File: src/rtl/sie_regs_pkg.sv
// sie_regs_pkg: shared definitions for the USB SIE register responder.
//   - Register offsets inside the SIE I/O window (12-bit offset).
//   - STATUS bit indices.
//   - token_t (latched SIE token) and out_state_e (OUT0 buffer state).
package sie_regs_pkg;

  localparam logic [11:0] ENDP0_CONTROL  = 12'h000;
  localparam logic [11:0] ENDP0_DATA     = 12'h002;
  localparam logic [11:0] ENDP1_CONTROL  = 12'h004;
  localparam logic [11:0] ENDP1_DATA     = 12'h006;
  localparam logic [11:0] ENDPO0_CONTROL = 12'h040;
  localparam logic [11:0] ENDPO0_DATA    = 12'h042;
  localparam logic [11:0] USB_ADDRESS    = 12'h100;
  localparam logic [11:0] USB_TOKEN      = 12'h102;
  localparam logic [11:0] USB_STATUS     = 12'h104;
  localparam logic [11:0] IRQ_ENABLE     = 12'h106;

  localparam int unsigned ST_IN_DONE0 = 0;
  localparam int unsigned ST_IN_DONE1 = 1;
  localparam int unsigned ST_OUT_RDY  = 2;
  localparam int unsigned ST_OVF      = 3;
  localparam int unsigned ST_UNF      = 4;
  localparam int unsigned ST_W        = 5;

  typedef struct packed {
    logic [3:0] pid;
    logic [3:0] ep;
  } token_t;

  typedef enum logic [1:0] {
    OUT_IDLE,
    OUT_RECV,
    OUT_FULL
  } out_state_e;

endpackage

File: src/rtl/sie_regs_ep_fifo.sv
// ep_fifo: DEPTH x 8 endpoint byte FIFO.
//   push/push_data : write one byte (ignored when full)
//   pop            : drop head byte (ignored when empty)
//   flush          : empty the FIFO, pointers back to 0
//   rewind         : discard all unread bytes (write pointer back to read pointer)
//   head           : head byte, 0 when empty
//   count          : bytes held (0..DEPTH)
module ep_fifo #(
  parameter int unsigned DEPTH = 8,
  localparam int unsigned AW   = $clog2(DEPTH)
) (
  input  logic          clk,
  input  logic          rst_n,
  input  logic          push,
  input  logic [7:0]    push_data,
  input  logic          pop,
  input  logic          flush,
  input  logic          rewind,
  output logic [7:0]    head,
  output logic [AW:0]   count
);

  logic [7:0]  mem_q [DEPTH];
  logic [7:0]  mem_d [DEPTH];
  logic [AW:0] wr_q, wr_d, rd_q, rd_d;
  logic        empty, full, do_push, do_pop;

  always_comb begin
    count   = wr_q - rd_q;
    empty   = (wr_q == rd_q);
    full    = (wr_q[AW] != rd_q[AW]) && (wr_q[AW-1:0] == rd_q[AW-1:0]);
    do_push = push && !full;
    do_pop  = pop && !empty;
    head    = empty ? '0 : mem_q[rd_q[AW-1:0]];

    mem_d = mem_q;
    if (do_push) mem_d[wr_q[AW-1:0]] = push_data;

    wr_d = wr_q + (AW+1)'(do_push);
    rd_d = rd_q + (AW+1)'(do_pop);
    if (rewind) wr_d = rd_d;
    if (flush) begin
      wr_d = '0;
      rd_d = '0;
    end
  end

  always_ff @(posedge clk or negedge rst_n) begin
    if (!rst_n) begin
      mem_q <= '{default: '0};
      wr_q  <= '0;
      rd_q  <= '0;
    end else begin
      mem_q <= mem_d;
      wr_q  <= wr_d;
      rd_q  <= rd_d;
    end
  end

endmodule

File: src/rtl/sie_regs.sv
// sie_regs: CPU-side register responder for the USB SIE.
//   CPU bus : io_addr/io_din/io_wr/io_rd in, io_dout out (1-cycle read latency,
//             held until the next read in the window).
//   SIE IN  : sie_in_ep selects EP0/EP1; sie_in_rd pops, sie_in_data is the head,
//             sie_in_ready = selected endpoint armed, sie_in_done = host ACK.
//   SIE OUT : sie_out_we/sie_out_data push into OUT0, sie_out_commit/abort end
//             the packet, sie_out_ready low while a packet awaits the CPU.
//   Misc    : sie_token_valid/sie_token latched into USB_TOKEN,
//             usb_address driven from USB_ADDRESS.
//   Build option SIE_REGS_IRQ_EN adds IRQ_ENABLE (0x106) and the irq output.
module sie_regs
  import sie_regs_pkg::*;
#(
  parameter int unsigned DEPTH = 8,
  parameter logic [15:0] BASE  = 16'h6000
) (
  input  logic        clk,
  input  logic        reset_n,
  input  logic [15:0] io_addr,
  input  logic [15:0] io_din,
  input  logic        io_wr,
  input  logic        io_rd,
  output logic [15:0] io_dout,
  input  logic        sie_in_ep,
  input  logic        sie_in_rd,
  output logic [7:0]  sie_in_data,
  output logic        sie_in_ready,
  input  logic        sie_in_done,
  input  logic        sie_out_we,
  input  logic [7:0]  sie_out_data,
  input  logic        sie_out_commit,
  input  logic        sie_out_abort,
  output logic        sie_out_ready,
  input  logic        sie_token_valid,
  input  logic [7:0]  sie_token,
`ifdef SIE_REGS_IRQ_EN
  output logic [6:0]  usb_address,
  output logic        irq
`else
  output logic [6:0]  usb_address
`endif
);

  localparam int unsigned AW       = $clog2(DEPTH);
  localparam logic [AW:0] CNT_FULL = (AW+1)'(DEPTH);

  logic            hit, cpu_wr, cpu_rd, unused_din;
  logic [11:0]     off;

  logic [1:0]      armed_q, armed_d;
  logic [1:0]      ctrl_wr, data_wr, in_push, in_pop, in_flush, in_full, in_ovf, in_done;
  logic [AW:0]     in_count [2];
  logic [7:0]      in_head  [2];

  out_state_e      out_state_q, out_state_d;
  logic            out_ovr_q, out_ovr_d;
  logic            out_push, out_pop, out_flush, out_rewind, out_rel;
  logic            out_commit_ok, out_unf, out_empty, out_full;
  logic [AW:0]     out_count;
  logic [7:0]      out_head;

  logic [ST_W-1:0] status_q, status_d, st_set, st_clr;
  logic [6:0]      addr_q, addr_d;
  token_t          token_q, token_d;
  logic [15:0]     io_dout_q, io_dout_d, rdata;
`ifdef SIE_REGS_IRQ_EN
  logic [ST_W-1:0] irq_en_q, irq_en_d;
  logic            irq_q, irq_d;
`endif

  always_comb begin
    hit        = (io_addr[15:12] == BASE[15:12]);
    off        = io_addr[11:0];
    cpu_wr     = io_wr && hit;
    cpu_rd     = io_rd && hit;
    unused_din = ^io_din[15:8];
  end

  // IN endpoints: CPU fills while unarmed, SIE drains once armed.
  always_comb begin
    armed_d = armed_q;
    for (int unsigned n = 0; n < 2; n++) begin
      ctrl_wr[n]  = cpu_wr && (off == ((n == 0) ? ENDP0_CONTROL : ENDP1_CONTROL));
      data_wr[n]  = cpu_wr && (off == ((n == 0) ? ENDP0_DATA : ENDP1_DATA));
      in_done[n]  = sie_in_done && (sie_in_ep == 1'(n));
      in_pop[n]   = sie_in_rd && (sie_in_ep == 1'(n));
      in_full[n]  = (in_count[n] == CNT_FULL);
      in_push[n]  = data_wr[n] && !armed_q[n];
      in_ovf[n]   = data_wr[n] && in_full[n];
      in_flush[n] = in_done[n] || (ctrl_wr[n] && io_din[1]);
      if (ctrl_wr[n] && io_din[0]) armed_d[n] = 1'b1;
      if (in_flush[n])             armed_d[n] = 1'b0;
    end
  end

  for (genvar g = 0; g < 2; g++) begin : g_in
    ep_fifo #(.DEPTH(DEPTH)) u_fifo (
      .clk       (clk),
      .rst_n     (reset_n),
      .push      (in_push[g]),
      .push_data (io_din[7:0]),
      .pop       (in_pop[g]),
      .flush     (in_flush[g]),
      .rewind    (1'b0),
      .head      (in_head[g]),
      .count     (in_count[g])
    );
  end

  // OUT0: an overrun is remembered during RECV so the commit degrades to an abort.
  always_comb begin
    out_state_d   = out_state_q;
    out_ovr_d     = out_ovr_q;
    out_rewind    = 1'b0;
    out_commit_ok = 1'b0;
    out_empty     = (out_count == '0);
    out_full      = (out_count == CNT_FULL);
    out_push      = sie_out_we && (out_state_q != OUT_FULL);
    if (out_push && out_full) out_ovr_d = 1'b1;
    case (out_state_q)
      OUT_IDLE: if (sie_out_we) out_state_d = OUT_RECV;
      OUT_RECV: begin
        if (sie_out_abort || (sie_out_commit && out_ovr_d)) begin
          out_state_d = OUT_IDLE;
          out_rewind  = 1'b1;
          out_ovr_d   = 1'b0;
        end else if (sie_out_commit) begin
          out_state_d   = OUT_FULL;
          out_commit_ok = 1'b1;
        end
      end
      default: ;
    endcase
    out_rel   = cpu_wr && (off == ENDPO0_CONTROL) && io_din[0];
    out_flush = out_rel;
    if (out_rel) begin
      out_state_d = OUT_IDLE;
      out_ovr_d   = 1'b0;
    end
    out_pop = cpu_rd && (off == ENDPO0_DATA);
    out_unf = out_pop && out_empty;
  end

  ep_fifo #(.DEPTH(DEPTH)) u_out0 (
    .clk       (clk),
    .rst_n     (reset_n),
    .push      (out_push),
    .push_data (sie_out_data),
    .pop       (out_pop),
    .flush     (out_flush),
    .rewind    (out_rewind),
    .head      (out_head),
    .count     (out_count)
  );

  // Registers, status and read mux.
  always_comb begin
    st_set              = '0;
    st_set[ST_IN_DONE0] = in_done[0];
    st_set[ST_IN_DONE1] = in_done[1];
    st_set[ST_OUT_RDY]  = out_commit_ok;
    st_set[ST_OVF]      = |in_ovf;
    st_set[ST_UNF]      = out_unf;
    st_clr   = (cpu_wr && (off == USB_STATUS)) ? io_din[ST_W-1:0] : '0;
    status_d = (status_q & ~st_clr) | st_set;

    addr_d  = (cpu_wr && (off == USB_ADDRESS)) ? io_din[6:0] : addr_q;
    token_d = sie_token_valid ? token_t'(sie_token) : token_q;

    rdata = '0;
    case (off)
      ENDP0_CONTROL:  begin rdata = 16'(in_count[0]); rdata[15] = armed_q[0]; end
      ENDP1_CONTROL:  begin rdata = 16'(in_count[1]); rdata[15] = armed_q[1]; end
      ENDPO0_CONTROL: begin rdata = 16'(out_count); rdata[15] = (out_state_q == OUT_FULL); end
      ENDPO0_DATA:    rdata = {8'h00, out_head};
      USB_ADDRESS:    rdata = {9'h000, addr_q};
      USB_TOKEN:      rdata = {8'h00, token_q};
      USB_STATUS:     rdata = 16'(status_q);
`ifdef SIE_REGS_IRQ_EN
      IRQ_ENABLE:     rdata = 16'(irq_en_q);
`endif
      default:        rdata = '0;
    endcase
    io_dout_d = cpu_rd ? rdata : io_dout_q;

`ifdef SIE_REGS_IRQ_EN
    irq_en_d = (cpu_wr && (off == IRQ_ENABLE)) ? io_din[ST_W-1:0] : irq_en_q;
    irq_d    = |(status_q & irq_en_q);
`endif
  end

  always_ff @(posedge clk or negedge reset_n) begin
    if (!reset_n) begin
      armed_q     <= '0;
      out_state_q <= OUT_IDLE;
      out_ovr_q   <= 1'b0;
      status_q    <= '0;
      addr_q      <= '0;
      token_q     <= '0;
      io_dout_q   <= '0;
`ifdef SIE_REGS_IRQ_EN
      irq_en_q    <= '0;
      irq_q       <= 1'b0;
`endif
    end else begin
      armed_q     <= armed_d;
      out_state_q <= out_state_d;
      out_ovr_q   <= out_ovr_d;
      status_q    <= status_d;
      addr_q      <= addr_d;
      token_q     <= token_d;
      io_dout_q   <= io_dout_d;
`ifdef SIE_REGS_IRQ_EN
      irq_en_q    <= irq_en_d;
      irq_q       <= irq_d;
`endif
    end
  end

  always_comb begin
    io_dout       = io_dout_q;
    usb_address   = addr_q;
    sie_in_data   = in_head[sie_in_ep];
    sie_in_ready  = armed_q[sie_in_ep];
    sie_out_ready = (out_state_q != OUT_FULL);
`ifdef SIE_REGS_IRQ_EN
    irq           = irq_q;
`endif
  end

endmodule

File: config.mk
export PLATFORM = sky130hd
export DESIGN_NAME = sie_regs
export DESIGN_NICKNAME = d
export VERILOG_FILES = /design/src/rtl/sie_regs_pkg.sv /design/src/rtl/sie_regs_ep_fifo.sv /design/src/rtl/sie_regs.sv
export SDC_FILE = /design/constraint.sdc
export NUM_CORES = 1
export LEC_CHECK = 0
export CORE_MARGIN = 10
export CORE_UTILIZATION = 53
export DETAILED_ROUTE_END_ITERATION = 16
export PLACE_DENSITY = 0.78
export SLEW_MARGIN = 20
export SYNTH_ARGS = -nofsm -noshare
export SYNTH_HDL_FRONTEND = slang
export SYNTH_SLANG_ARGS = --single-unit
export TNS_END_PERCENT = 10
File: constraint.sdc
create_clock -name clk -period 3.35 [get_ports clk]
set_clock_uncertainty 0.15 [all_clocks]
set_input_delay 1.005 -clock clk [delete_from_list [all_inputs] [get_ports clk]]
set_output_delay 1.005 -clock clk [all_outputs]
set_load 0.03 [all_outputs]
; Yosys cells after proc, flatten, opt, wreduce, memory -nomap -nowiden
; Cells that the tools add are included.
[op_classes]
addsub = 9
n_lt_le_gt_ge = 11
n_eq_ne = 26
muxes = 53
bitwise = 11
n_reduce_logical = 58
[op_table]
columns = cell, count
row1 = 64-bit bitwise mux, 3
row2 = 8-bit two-way mux, 15
row3 = 16-bit case mux with 7 select lines, 1
row4 = 8-bit binary-select mux with 3-bit select, 3
row5 = 8-bit demux with 3-bit select, 3
row6 = 1-bit logical AND, 39
row7 = 12-bit by 9-bit equality test with 1-bit output (second input constant), 3
row8 = 4-bit two-way mux, 7
row9 = 4-bit by 1-bit adder with 4-bit output, 6
row10 = 12-bit by 3-bit equality test with 1-bit output (second input constant), 2
row11 = 12-bit by 7-bit equality test with 1-bit output (second input constant), 2
row12 = 4-bit greater-or-equal comparator (second input constant), 6
row13 = 3-bit NOT with 4-bit output, 6
row14 = 1-bit two-way mux, 15
row15 = 12-bit by 2-bit equality test with 1-bit output (second input constant), 1
row16 = 4-bit equality test, 3
row17 = 4-bit equality test (second input constant), 3
row18 = 12-bit logical NOT, 1
row19 = 4-bit by 1-bit < comparator with 1-bit output (second input constant), 3
row20 = 4-bit subtractor, 3
row21 = 3-bit equality test, 3
row22 = 1-bit logical NOT, 8
row23 = 2-bit two-way mux, 4
row24 = 5-bit bitwise AND, 1
row25 = 22 further kinds, 27
[totals]
register_bits = 257
inputBits = 59
out_inout_bits = 33
wordCells = 207

; Logic depth before layout (Yosys ltp)
; Gate-level depths: netlist of the first run.
[depth]
word_depth = 10
depth_mapped = 12
ltp_nobuf = 10

; Modules after synthesis
; A second synthesis of the first run with hierarchy kept.
[unflattened]
hier_cells = 989
area_unflattened_um2 = 12754.7
[modules_own_cells]
columns = module, instances, cells_each, area_per_inst_um2, seq_area_each_um2
row1 = ep_fifo at g_in[0].u_fifo ..., 2, 260, 3549.7, 1801.7
row2 = ep_fifo at u_out0, 1, 261, 3514.6, 1801.7
row3 = sie_regs, 1, 208, 2140.8, 850.8

; Least setup slack after synthesis of the first run
; OpenSTA, ideal clock, no wires.
[synth_timing]
path_kind = register to output
from = register g_in[0].u_fifo.rd_q[1]
to = output port sie_in_data[0]
t_arrival_ps = 2242
t_required_ps = 2195
path_slack_ps = -47
path_stages_with_launch = 8
cell_sequence = dfrtp_1 -> clkbuf_1 -> buf_1 -> inv_1 -> ha_1 -> nand3_1 -> o21bai_1 -> o22ai_1
[synth_via]
elab_chain_len = 8
word_cells_on_any_way = 9
[synth_rtl]
columns = element, line_no
row1 = "start, declared", sie_regs_ep_fifo.sv:25  ; logic [AW:0] wr_q, wr_d, rd_q, rd_d;
row2 = "start signal, assigned", sie_regs_ep_fifo.sv:56  ; rd_q <= rd_d;
row3 = 3-bit NOT with 4-bit output (implied by the code), sie_regs_ep_fifo.sv:34  ; head = empty ? '0 : mem_q[rd_q[AW-1:0]];
row4 = 8-bit binary-select mux with 3-bit select, sie_regs_ep_fifo.sv:34
row5 = 8-bit two-way mux (implied by the code) (2 in a row), sie_regs_ep_fifo.sv:34
row6 = 8-bit two-way mux (*), sie_regs_ep_fifo.sv:34
row7 = 8-bit two-way mux (implied by the code) (*) (3 in a row), sie_regs.sv:223  ; sie_in_data = in_head[sie_in_ep];
row8 = "end, declared", sie_regs.sv:26  ; output logic [7:0] sie_in_data,
; Mark *: on every way between the ends. The rest lies on a longest branch, timed or not. The select of a mux whose other input is x is not followed.

; Worst setup path after layout of the first run
[layout_timing]
from = register g_in[0].u_fifo.rd_q[0]
to = output port sie_in_data[4]
; The elaborated chain is that of the path after synthesis.

==> run metrics, run 1 <==
first-pass GRT wire length approximately 48000 µm; asr flop ratio synth 100%; H-tree depth 1; r2r setup slk between 0.3 and 0.4 ns; Post-Synthesis Cell Area roughly 0.012 mm²; max_cap viols 0; cts hold-fix bufs 0; ANT nets after route 0; EDFF count, synth 0; #FFs+latches synth 250; Slew Limit Fails 0; vias per cell 5.93; synth top area cells dfrtp_1, mux2_2, mux4_2; Crit Reg-Reg Startpoint u_out0.wr_q[0]; Die ar. approximately 0.03 mm²; cell taking the most area after synthesis dfrtp_1; PortBufs 76; Leak about 7.2 nW; die width between 150 and 200 µm; area grow syn2layout 24.6%; Pre-Repair DR Iteration Count 5; I/O pins between 90 and 100; Tcrit/Tclk final 104%; clock latency at the later pin of the worst-skew pair ~0.55 ns; effective utilization at floorplan roughly 54%; Req. time, crit path 2.19 ns; CP Capture Type output port; status complete, but fails checks; worst r2r path cells 11; CORE AREA 0.0226 mm²; Tmin final approximately 3.5 ns; worst hold path class input port to async pin; First DRT Iteration DRCs between 500 and 600; share of layout cells above drive strength 1 around 41%; Worst-path clk slew roughly 0.060 ns; register area share after synthesis 51.5%; post-DR wirelength/cell 22.1 µm; largest net degree at the start of global routing between 90 and 100; Clock Sinks 250; GPL Wtd Cong ~0.93; Yosys warnings 0; CTS Buf Count 26; Reg2Reg Capture Point u_out0.wr_q[0]; Final Hold Vio Count 0; DR vias 8083; hold_ws 0.334 ns; Setup crit start g_in[0].u_fifo.rd_q[0]; DRC violations left 0; Clock Tree Buf Depth 3; NumNets Final between 1000 and 1500; initial antenna violation count 1; CTS tree yes; clk root buf clkbuf_16; Max-slew headroom approximately two fifths; number of global-route vias before repair 8856; Peak supply drop around 0.40 mV; gr usage total a little over a fifth; top cell type's share of synthesized area between 50% and 60%; die height 171 µm; most frequent cells in the layout dfrtp_1, mux2_2, buf_4; drt total wl around 30000 µm; Post-Synthesis Cells between 800 and 900; Worst Path Max Fanout 14; Syn Area/Cell between 10 and 15 µm²; Post-Route Utilization approximately two thirds; WP data arrival between 2 and 2.5 ns; crit path to sie_in_data[4]; fill cell count 1610; gr ovfl total 0; failing checks negative setup slack; worst slew pin tran 0.916 ns; type of element launching the critical path flip-flop; most common cell after layout, fill and taps aside dfrtp_1; final worst slack -0.123 ns; final setup vio count 7; RSZ-0062 raised after global routing yes; pwr/cell area about 430 mW/mm²; ys flop type dfrtp_1; top achievable clock speed ~290 MHz; DP HPWL just over 20000 µm; CP Class flip-flop to output port; std cell rows 55; Cell variety after synth 63
==> Yosys cell counts (10+ instances only) <==
cell type,number
a21oi_1,10
dfrtp_1,250
clkbuf_1,31
nand3_1,21
o21ai_0,14
nand2_1,49
mux4_2,48
xor2_1,12
ha_1,21
inv_1,15
mux2_2,206
nor2_1,41
mux2i_1,24
==> registers in the layout, summed over array words and instances (netlist names) <==
signal	count
io_dout	9
out_ovr_q	1
usb_address	7
armed_q	2
token_q	8
g_in.u_fifo.rd_q	8
u_out0.rd_q	4
g_in.u_fifo.mem_q	128
u_out0.wr_q	4
g_in.u_fifo.wr_q	8
status_q	5
u_out0.mem_q	64
out_state_q	2
==> power breakdown <==
group	leakage [nW]	internal (mW)	switching, mW
registers	3.45	3.04	0.0159
logic	3.31	0.119	0.180
clock network	0.460	1.90	1.25
==> metal layers <==
layer	GRT usage, %	part of all wire (%)	up-vias
met5	0	0	-
met4	6.77	2.9	0
met3	4.29	5.2	64
met2	36.7	52	214
met1	24.8	40	4183
li1	-	-	3622
==> cell families (layout without fill, tap and decap cells) <==
kind of cell             after synthesis  in the layout  share of synthesized area [%]
XOR/XNOR                              21             21                           1.51
AND/OR/NAND/NOR                      174            174                           7.69
other                                  1              8                         0.0309
adder cells (fa/ha/maj)               24             24                           2.66
AO/OA/AOI/OAI                         72             72                           4.05
multiplexers                         283            283                           30.4
buffers and inverters                 63            247                           2.18
flip-flops                           250            250                           51.5
==> per-stage QoR <==
step                TNS (ns)  cells  cell area, µm²  worst slack [ns]  power, mW
finish                -0.487   1364           15100            -0.123       6.50
global route          -0.972   1364           15100            -0.165       6.70
CTS                   -0.863   1358           15100            -0.135       6.54
detailed placement    -10.06   1304           14000            -0.326       3.41
global placement       -8.43   1304           14000            -0.292       3.40
floorplan             -0.431    894           12200           -0.0466       3.20
==> worst max-delay path, stage by stage (launching register included) <==
cell and delay, ns:
dfrtp_2 0.42, buf_12 0.19, mux4_2 0.54, mux2i_2 0.21, o22ai_1 0.12, buf_4 0.16
buf_12 0.13
==> area by class of cell <==
type / count / area, µm² / area share [%]
Inverter: 18 / 67.6 / 0.446
Tap cell: 285 / 357 / 2.35
Antenna cell: 1 / 2.50 / 0.0165
Sequential cell: 250 / 6260 / 41.3
Multi-Input combinational cell: 581 / 5720 / 37.8
Clock buffer: 31 / 709 / 4.68
Clock inverter: 17 / 233 / 1.54
Timing Repair Buffer: 181 / 1800 / 11.9
==> how the worst min path moves through the flow <==
| stage | startpoint | endpoint | slack [ns] | depth (start not counted) |
|---|---|---|---|---|
| floorplan | status_q[0] | status_q[0] | 0.30 | 2 |
| CTS | status_q[0] | status_q[0] | 0.33 | 2 |
| global placement | g_in[1].u_fifo.mem_q[20] | g_in[1].u_fifo.mem_q[20] | 0.31 | 1 |
| finish | reset_n | g_in[1].u_fifo.mem_q[54] | 0.33 | 1 |
| detailed placement | status_q[0] | status_q[0] | 0.32 | 2 |
| global route | status_q[0] | status_q[0] | 0.36 | 2 |
==> repair_timing <==
| item | in CTS | in global routing |
|---|---|---|
| setup buffers | 6 | 4 |
| gates cloned | 0 | 1 |
| pin swaps | 2 | 4 |
| resized for setup | 10 | 8 |
| setup endpoints to repair | 9 | 9 |
Note: power is estimated with default switching activity, not from simulation.
==> inputs of run 2 (changes only) <==
--- a/config.mk
+++ b/config.mk
@@ -6,9 +6,9 @@
 export NUM_CORES = 1
 export LEC_CHECK = 0
 export CORE_MARGIN = 10
-export CORE_UTILIZATION = 53
+export CORE_UTILIZATION = 59
 export DETAILED_ROUTE_END_ITERATION = 16
-export PLACE_DENSITY = 0.78
+export PLACE_DENSITY = 0.86
 export SLEW_MARGIN = 20
 export SYNTH_ARGS = -nofsm -noshare
 export SYNTH_HDL_FRONTEND = slang
==> constraint.sdc (replaced) <==
create_clock -name clk -period 3.2 [get_ports clk]
set_clock_uncertainty 0.15 [all_clocks]
set_input_delay 0.96 -clock clk [delete_from_list [all_inputs] [get_ports clk]]
set_output_delay 0.96 -clock clk [all_outputs]
set_load 0.03 [all_outputs]
==> run 2 against run 1 <==
The run still ends with negative setup slack left. Setup slack got worse by 0.018 ns. Clock power grew 2%. Worst hold slack lost 0.15 ns. Die area is 9.0% lower. Sequential share of layout area grew 0.51 points. Non-clock buffer count is 12 lower. Via count grew 1.3%. Final area decreased by 1.2%. Total power up 3.2%. Global-route usage grew 1.6 points. Core utilization is 6.8 points higher. Register-to-register slack got worse by 0.23 ns. Largest power group unchanged.
==> run metrics, run 2 (synthesis results as in run 1) <==
CTS tree yes; ANT nets after route 0 (unchanged); DP HPWL 20600 µm (-0.17%); Tmin final between 3 and 4 ns; DRC violations left 0 (unchanged); most common cell after layout, fill and taps aside dfrtp_1; post-place setup slack -0.444 ns (-0.118 ns); effective utilization at floorplan 60.1% (+6.2 points); gr ovfl total 0 (unchanged); worst path buffer plus inverter count 2 (-1); post-DR wirelength/cell 22.4 µm (+1.7%); drt total wl 30000 µm (-0.20%); Top reg by flops g_in.u_fifo.mem_q; Worst path depth 5 (-1); Worst-path clk slew 0.07 ns (about the same); worst hold path class input port to async pin; Design Area, Final 0.0150 mm² (-1.2%); area of the multi-input gates 0.00577 mm² (+0.90%); largest net degree at the start of global routing 86 (-10%); Reg2Reg Capture Point u_out0.wr_q[1]; initial antenna violation count 0 (-1); Peak supply drop 0.397 mV (-1.8%); clk root buf clkbuf_16; WP data arrival 2.23 ns (-0.09 ns); Crit Reg-Reg Startpoint u_out0.wr_q[0]; vias per cell 6.12 (+3.2%); most frequent cells in the layout dfrtp_1, mux2_2, buf_4; clock latency at the later pin of the worst-skew pair 0.54 ns (about the same); type of element launching the critical path flip-flop; Setup crit start g_in[0].u_fifo.rd_q[0]; CP Class flip-flop to output port; I/O pins 92 (unchanged); std cell rows 52 (-5.5%); CTS Buf Count 27 (+3.8%); Final Hold Vio Count 0 (unchanged); PortBufs 76 (unchanged); sequential cell area 0.00626 mm² (unchanged); final worst slack -0.140 ns (-0.0175 ns); DR vias 8186 (+1.3%); ANT cells 0 (-1); placed instance area 0.0139 mm² (-0.79%); GPL Wtd Cong 0.906 (-2.4%); Clock Tree Buf Depth 3 (unchanged); Die ar. 0.0267 mm² (-9.0%); Tcrit/Tclk final 104%; top achievable clock speed 299 MHz; Clock Sinks 250 (unchanged); die width 164 µm (-4.6%); final setup vio count 8 (+1); worst r2r path cells 10 (-1); hold_ws 0.187 ns (-0.146 ns); fill cell count 1240 (-23%); Worst Path Max Fanout 10 (-4); Slew Limit Fails 0 (unchanged); number of global-route vias before repair 9022 (+1.9%); worst path cell trace buf_12 -> mux4_2 -> mux2i_2 -> o22ai_2 -> buf_12; die height 164 µm (-4.6%); First DRT Iteration DRCs 544 (+1.9%); CP Capture Type output port; share of layout cells above drive strength 1 41.1% (-0.083 points); most frequent cell on the critical path buf_12; r2r setup slk 0.10 ns (-0.23 ns); Worst path top cell family by delay multiplexers; Leak 7.09 nW (-1.6%); Req. time, crit path 2.09 ns (-0.10 ns); gr usage total 22.4% (+1.6 points); area grow syn2layout 23.1%; status complete, but fails checks; NumNets Final 1130 (-0.96%); max reg flops 128 (unchanged); failing checks negative setup slack; critical path's largest stage delay 0.53 ns (about the same); Pre-Repair DR Iteration Count 7 (+2); cts hold-fix bufs 0 (unchanged); CORE AREA 0.0202 mm² (-10%); RSZ-0062 raised after global routing yes; max_cap viols 0 (unchanged); first-pass GRT wire length 48000 µm (about the same); Max-slew headroom 40.9% (+2.2 points); CP max stage cell mux4_2; worst slew pin tran 0.883 ns (-0.0326 ns); pwr/cell area 449 mW/mm² (+4.5%); H-tree depth 1 (unchanged)
## run 2: how the worst max path moves through the flow
stage / end
2_1_floorplan: sie_in_data[2]
3_3_place_gp: g_in[1].u_fifo.mem_q[34]
3_5_place_dp: g_in[1].u_fifo.mem_q[34]
4_1_cts: sie_in_data[1]
5_1_grt: sie_in_data[1]
6_report: sie_in_data[1]
## run 2: worst reg2reg max path: stages (launching register included)
cell	delay, ns
dfrtp_1	0.40
inv_1	0.09
ha_1	0.16
inv_1	0.06
fa_1	0.43
xor2_1	0.18
or3b_2	0.50
or3_1	0.37
o21ai_2	0.35
mux2i_1	0.24
nor2_1	0.05
## run 2: final cells by class
class,count,area share [%]
clock inverters,17,1.20
inverters,18,0.452
well taps,270,2.26
clock buffers,33,5.00
flip-flops and latches,250,41.8
repair buffers,169,10.7
multi-input cells,581,38.6
## run 2: repair_timing
action | 4_1_cts | 5_1_grt
buffers inserted | 0 | 1
hold endpoints to repair | 0 | 0
gates resized for setup | 16 | 10
setup endpoints to repair | 9 | 12
pin swaps | 0 | 2
## run 2: per-stage QoR
step / setup TNS (ns) / util [%] / power (mW) / instances
after CTS: -1.36 / 73.6 / 6.76 / 1337
final: -0.935 / 73.9 / 6.71 / 1338
after detailed placement: -26.51 / 68.6 / 3.56 / 1287
after global routing: -1.63 / 73.9 / 6.89 / 1338
after global placement: -20.31 / 68.6 / 3.55 / 1287
after floorplan: -1.18 / - / 3.35 / 894
## run 2: power by group
group / leakage (nW) / internal (mW) / switching, mW
clock: 0.457 / 1.91 / 1.30
combinational: 3.19 / 0.121 / 0.191
sequential: 3.45 / 3.18 / 0.0155
## run 2: metal layers
layer / routed length, µm / vias to the layer above / share of wire (%) / track usage, %
met4: 924 / 0 / 3.1 / 7.64
met2: 15600 / 272 / 52 / 39.4
li1: - / 3586 / - / -
met1: 11800 / 4252 / 39 / 27.6
met3: 1710 / 76 / 5.7 / 3.47
met5: 0 / - / 0 / 0
